==> config.mk <==
export PLATFORM = sky130hd
export DESIGN_NAME = instr_fetch
export DESIGN_NICKNAME = d
export VERILOG_FILES = /design/src/rtl/cpu_pkg.sv /design/src/rtl/fetch_pc_sel.sv /design/src/rtl/instr_fetch.sv
export SDC_FILE = /design/constraint.sdc
export NUM_CORES = 1
export LEC_CHECK = 0
export BUFFER_PORTS_ARGS = -buffer_cell sky130_fd_sc_hd__clkbuf_2
export CAP_MARGIN = 30
export CORE_UTILIZATION = 45
export DETAILED_ROUTE_END_ITERATION = 16
export GPL_TIMING_DRIVEN = 0
export HOLD_SLACK_MARGIN = 0.08
export PLACE_DENSITY = 0.74
export REMOVE_ABC_BUFFERS = 1
export SLEW_MARGIN = 5
export SYNTH_ARGS = -nofsm -noshare
export SYNTH_HDL_FRONTEND = slang
export SYNTH_SLANG_ARGS = --single-unit
==> constraint.sdc <==
create_clock -name clk -period 2.15 [get_ports clk]
set_clock_uncertainty 0.2 [all_clocks]
set_input_delay 0.1075 -clock clk [delete_from_list [all_inputs] [get_ports clk]]
set_output_delay 0.1075 -clock clk [all_outputs]
set_load 0.02 [all_outputs]
==> src/rtl/cpu_pkg.sv <==
// Shared definitions for the 10-bit CPU: opcode/halt encodings and fetch FSM states.
package cpu_pkg;

  localparam int unsigned PC_W      = 10;
  localparam int unsigned JMP_TGT_W = 6;

  localparam logic [3:0]      OP_JUMP   = 4'b1000;
  localparam logic [PC_W-1:0] HALT_WORD = 10'b0010000010;

  typedef enum logic [1:0] {
    IDLE   = 2'd0,
    RUN    = 2'd1,
    HALTED = 2'd2
  } fetch_state_t;

endpackage

==> src/rtl/fetch_pc_sel.sv <==
// Combinational next-PC select: redirect > hold (stall/halt) > jump > increment.
module fetch_pc_sel
  import cpu_pkg::*;
(
  input  logic [PC_W-1:0] i_pc,
  input  logic            i_run,
  input  logic            i_stall,
  input  logic            i_redirect_valid,
  input  logic [PC_W-1:0] i_redirect_addr,
  input  logic [PC_W-1:0] i_word,
  output logic [PC_W-1:0] o_next_pc,
  output logic            o_is_halt
);

  // Priority mux for the next PC; outside RUN the PC never moves.
  always_comb begin
    o_is_halt = (i_word == HALT_WORD);
    o_next_pc = i_pc;
    if (i_run) begin
      if (i_redirect_valid) begin
        o_next_pc = i_redirect_addr;
      end else if (i_stall || o_is_halt) begin
        o_next_pc = i_pc;
      end else if (i_word[PC_W-1:JMP_TGT_W] == OP_JUMP) begin
        o_next_pc = {{(PC_W-JMP_TGT_W){1'b0}}, i_word[JMP_TGT_W-1:0]};
      end else begin
        o_next_pc = i_pc + PC_W'(1);
      end
    end
  end

endmodule

==> src/rtl/instr_fetch.sv <==
// Instruction fetch stage: PC, ROM address, instruction register, halt freeze.
module instr_fetch
  import cpu_pkg::*;
#(
  parameter logic [9:0]  RESET_PC = 10'd0,
  parameter int unsigned CNT_W    = 16
) (
  input  logic             clk,
  input  logic             rst,
  output logic [9:0]       address,
  input  logic [9:0]       read_data,
  input  logic             stall,
  input  logic             redirect_valid,
  input  logic [9:0]       redirect_addr,
  output logic [9:0]       instr,
  output logic [9:0]       instr_pc,
  output logic             instr_valid,
  output logic             halted,
  output logic [CNT_W-1:0] fetch_count
);

  fetch_state_t     r_state;
  logic [PC_W-1:0]  r_pc;
  logic [PC_W-1:0]  r_instr;
  logic [PC_W-1:0]  r_instr_pc;
  logic             r_instr_valid;
  logic             r_halted;
  logic [CNT_W-1:0] r_fetch_count;

  logic [PC_W-1:0]  w_next_pc;
  logic             w_is_halt;
  logic             w_run;

  assign w_run = (r_state == RUN);

  fetch_pc_sel u_pc_sel (
    .i_pc             (r_pc),
    .i_run            (w_run),
    .i_stall          (stall),
    .i_redirect_valid (redirect_valid),
    .i_redirect_addr  (redirect_addr),
    .i_word           (read_data),
    .o_next_pc        (w_next_pc),
    .o_is_halt        (w_is_halt)
  );

  // FSM, PC and instruction register update; redirect squashes, stall holds everything.
  always_ff @(posedge clk) begin
    if (rst) begin
      r_state       <= IDLE;
      r_pc          <= RESET_PC;
      r_instr       <= '0;
      r_instr_pc    <= '0;
      r_instr_valid <= 1'b0;
      r_halted      <= 1'b0;
      r_fetch_count <= '0;
    end else begin
      case (r_state)
        IDLE: begin
          r_state <= RUN;
        end
        RUN: begin
          r_pc <= w_next_pc;
          if (redirect_valid) begin
            r_instr_valid <= 1'b0;
          end else if (!stall) begin
            r_instr       <= read_data;
            r_instr_pc    <= r_pc;
            r_instr_valid <= 1'b1;
            if (r_fetch_count != '1) begin
              r_fetch_count <= r_fetch_count + CNT_W'(1);
            end
            if (w_is_halt) begin
              r_state  <= HALTED;
              r_halted <= 1'b1;
            end
          end
        end
        HALTED: begin
          r_instr_valid <= 1'b0;
          r_halted      <= 1'b1;
        end
        default: begin
          r_state <= IDLE;
        end
      endcase
    end
  end

  assign address     = r_pc;
  assign instr       = r_instr;
  assign instr_pc    = r_instr_pc;
  assign instr_valid = r_instr_valid;
  assign halted      = r_halted;
  assign fetch_count = r_fetch_count;

endmodule

==> impl_metrics.tcl <==
set metrics [dict create \
    outcome "complete, but fails checks" \
    violations "negative setup slack" \
    powerDensity_nw_per_um2 551.5 \
    cts_buffers 5 \
    grtUsageMet3_pct 4.910 \
    die_h_microns 76.27 \
    io_pins 72 \
    place_hpwl_mm 4.387 \
    gr-max-usage-layer "met2" \
    drive_gt1_share_pct 28.74 \
    clock_sink_count 50 \
    grt_usage_pct 25.96 \
    post_synth_inst_count 311 \
    die_width_microns 76.27 \
    seq_area_frac_synth_pct 40.32 \
    ir_worst_vdd_v 0.0003297 \
    maxSlewHeadroom_pct 59.01 \
    synth_edf_count 0 \
    flop_and_latch_count_out_of_synthesis 50 \
    clockBufferDepth 2 \
    final_nets 439 \
    drc_errors 0 \
    ys.warnings.count 0 \
    worst_setup_path_start_kind "flip-flop" \
    netlist_top_cells_area "sky130_fd_sc_hd__dfxtp_1 (40%), sky130_fd_sc_hd__nand2_1 (9.2%), sky130_fd_sc_hd__a21oi_1 (7.1%)" \
    vias_in_the_first_global_route 2568 \
    source_to_sink_clock_delay_at_the_later_pin_of_the_worst_skew_pair_ns 0.30 \
    synthArstFlopShare_pct 0 \
    most_instantiated_library_cell_after_synthesis "sky130_fd_sc_hd__nand2_1" \
    h-tree-depth 2 \
    cp_data_arrival_time_ns 2.22 \
    coreArea_sq_um 5205 \
    critical_path_sink_type "flip-flop" \
    grt_max_degree 46 \
    antenna_found_initial 0 \
    synth.largest_area_cell "sky130_fd_sc_hd__dfxtp_1" \
    place.gp.congestion 0.7955 \
    nFillCells 433 \
    grt_setup_unrepaired "yes" \
    drtPass1Iterations 5 \
    min-delay-path-class "primary input to flip-flop" \
    area_growth_syn_to_layout_pct 39.77 \
    syn-cell-area_sq_um 2482 \
    grt_overflow_total 0 \
    leakage_nw 1.378 \
    layout_min_cycle_time_ns 2.182 \
    post-place-ws_ns -0.7749 \
    maxCapViolations 0 \
    fin_util_pct 66.66 \
    final_critical_path_setup_slack_ns -0.03174 \
    clk_pin_slew_ns 0.09 \
    ant_nets 0 \
    synth.cells.most_frequent "sky130_fd_sc_hd__nand2_1 (61), sky130_fd_sc_hd__dfxtp_1 (50), sky130_fd_sc_hd__a21oi_1 (35)" \
    clock_tree.root_cell "sky130_fd_sc_hd__clkbuf_8" \
    dieArea_sq_um 5817 \
    cp_data_required_time_ns 2.19 \
    worst_margin_pin_slew_ns 0.6062 \
    avgViaCountPerCell 5.740 \
    wire_length_of_the_first_global_routing_pass_mm 12.10 \
    finalCritPeriodShare_pct 101.5 \
    vias 2778 \
    grtUsageMet2_pct 42.25 \
    detail_route.iter0.violations 286 \
    maximum_net_fanout_on_the_critical_path 8 \
    detail_route.wl_per_cell_microns 15.28 \
    synth.top_cell.area_share_pct 40.32 \
    fp-row-count 26 \
    groute.layer.met1.usage_pct 33.21 \
    initial_util_pct 47.69 \
    synthesized_area_divided_by_synthesized_cell_count_sq_um 7.982 \
    max_clock_freq_mhz 458.4 \
    tritoncts "done" \
    synth_flop_cell "sky130_fd_sc_hd__dfxtp_1" \
    totalWireLength_mm 7.397 \
    io_buffers 71 \
    timing.final.setup_violations 3 \
    finalSetupTns_ns -0.07272 \
    yosys.cell_types.count 50 \
    critical_path_class "flip-flop to flip-flop" \
    finalHoldViolCount 0 \
    timing.final.max_slew_violations 0 \
    diodes 0 \
]
[power breakdown]
| part | total, mW | internal [mW] | switching, mW |
|---|---|---|---|
| Sequential | 0.982 | 0.950 | 0.0330 |
| Clock | 0.656 | 0.349 | 0.308 |
| Combinational | 0.275 | 0.119 | 0.155 |
| Total | 1.91 | 1.42 | 0.496 |
[area by class of cell]
cell class / count / area [sq um] / area share [%]
multi-input cells: 233 / 1476 / 42.55
flip-flops and latches: 50 / 1008 / 29.07
repair buffers: 113 / 753.2 / 21.71
well taps: 70 / 87.58 / 2.524
clock buffers: 7 / 76.32 / 2.200
inverters: 10 / 37.54 / 1.082
clock inverters: 1 / 30.03 / 0.8655
[through the flow]
stage,area (sq um),hold WS (ns),cells,total power [mW]
final,3470,0.1103,484,1.914
after CTS,3397,0.08001,481,1.905
after global routing,3470,0.1314,484,1.985
after global placement,2844,0.1681,433,1.212
after detailed placement,2885,0.1709,436,1.222
after floorplan,2401,-0.02343,292,1.117
[state kept, by name (all words and copies together), names as in the netlist]
name         cells
r_state          2
halted           1
address         10
instr           10
fetch_count     16
instr_valid      1
instr_pc        10
[placed cells by master (no fill, tap or decap), types with 2 or more instances in the layout]
cell type	Yosys	layout
sky130_fd_sc_hd__nor2_1	19	19
sky130_fd_sc_hd__nand4_1	9	9
sky130_fd_sc_hd__or4b_4	0	2
sky130_fd_sc_hd__a31oi_1	3	3
sky130_fd_sc_hd__ha_1	2	2
sky130_fd_sc_hd__nor4b_4	0	2
sky130_fd_sc_hd__mux2_4	0	2
sky130_fd_sc_hd__a21oi_1	35	33
sky130_fd_sc_hd__and2_1	4	4
sky130_fd_sc_hd__buf_4	0	13
sky130_fd_sc_hd__dfxtp_1	50	48
sky130_fd_sc_hd__a211oi_1	5	4
sky130_fd_sc_hd__clkbuf_1	15	2
sky130_fd_sc_hd__o41ai_1	3	3
sky130_fd_sc_hd__o21ai_0	11	11
sky130_fd_sc_hd__o21a_1	3	3
sky130_fd_sc_hd__o311ai_1	0	2
sky130_fd_sc_hd__clkbuf_2	1	71
sky130_fd_sc_hd__mux2i_1	3	3
sky130_fd_sc_hd__a31o_2	2	2
sky130_fd_sc_hd__inv_1	9	9
sky130_fd_sc_hd__nor2b_1	8	8
sky130_fd_sc_hd__a21oi_2	0	2
sky130_fd_sc_hd__nand2_1	61	61
sky130_fd_sc_hd__a211o_1	2	2
sky130_fd_sc_hd__dlygate4sd3_1	0	28
sky130_fd_sc_hd__mux2_2	10	8
sky130_fd_sc_hd__dfxtp_4	0	2
sky130_fd_sc_hd__a311oi_1	8	8
sky130_fd_sc_hd__nand3_1	9	9
sky130_fd_sc_hd__and3_1	2	2
sky130_fd_sc_hd__or4_1	2	2
sky130_fd_sc_hd__nand2b_1	2	2
sky130_fd_sc_hd__o31ai_1	2	2
sky130_fd_sc_hd__clkbuf_8	0	5
[critical path, cell delays in order, from the launching register on]
cell and delay [ns]:
sky130_fd_sc_hd__dfxtp_4 0.37, sky130_fd_sc_hd__or4b_4 0.55, sky130_fd_sc_hd__or3_4 0.44, sky130_fd_sc_hd__or4_1 0.43, sky130_fd_sc_hd__a21oi_2 0.13
[final timing paths]
check	end	depth (start not counted)	start	slack [ns]
worst max-delay path	fetch_count[14]	4	r_state[1]	-0.03
worst min register to register	instr[1]	2	instr[1]	0.26
worst max register to register	fetch_count[14]	4	r_state[1]	-0.03
worst min-delay path	address[2]	3	redirect_valid	0.11
[per-layer routing]
layer / vias to the layer above / part of all wire [%]
met5: - / 0
met4: 0 / 2.8
met3: 22 / 7.0
met2: 124 / 48
met1: 1304 / 42
li1: 1328 / -
[cell families after synthesis]
kind of cell	synth area share (%)
xor gates and xnor gates	0.7058
and+or+nand+nor	25.71
buffers and inverters	4.787
DFF	40.32
muxes	5.746
adders and majority gates	1.008
AOI/OAI and AO/OA	21.73
[repair_timing]
action                                  CTS  global route
buffers inserted                          8             3
endpoints found under the hold margin    24             0
gates cloned                              1             0
hold buffers                             28             0
endpoints found under the setup margin   16            20
gates resized for setup                  13            11
pin swaps                                 8             1
Power figures use the tool's default switching activity.
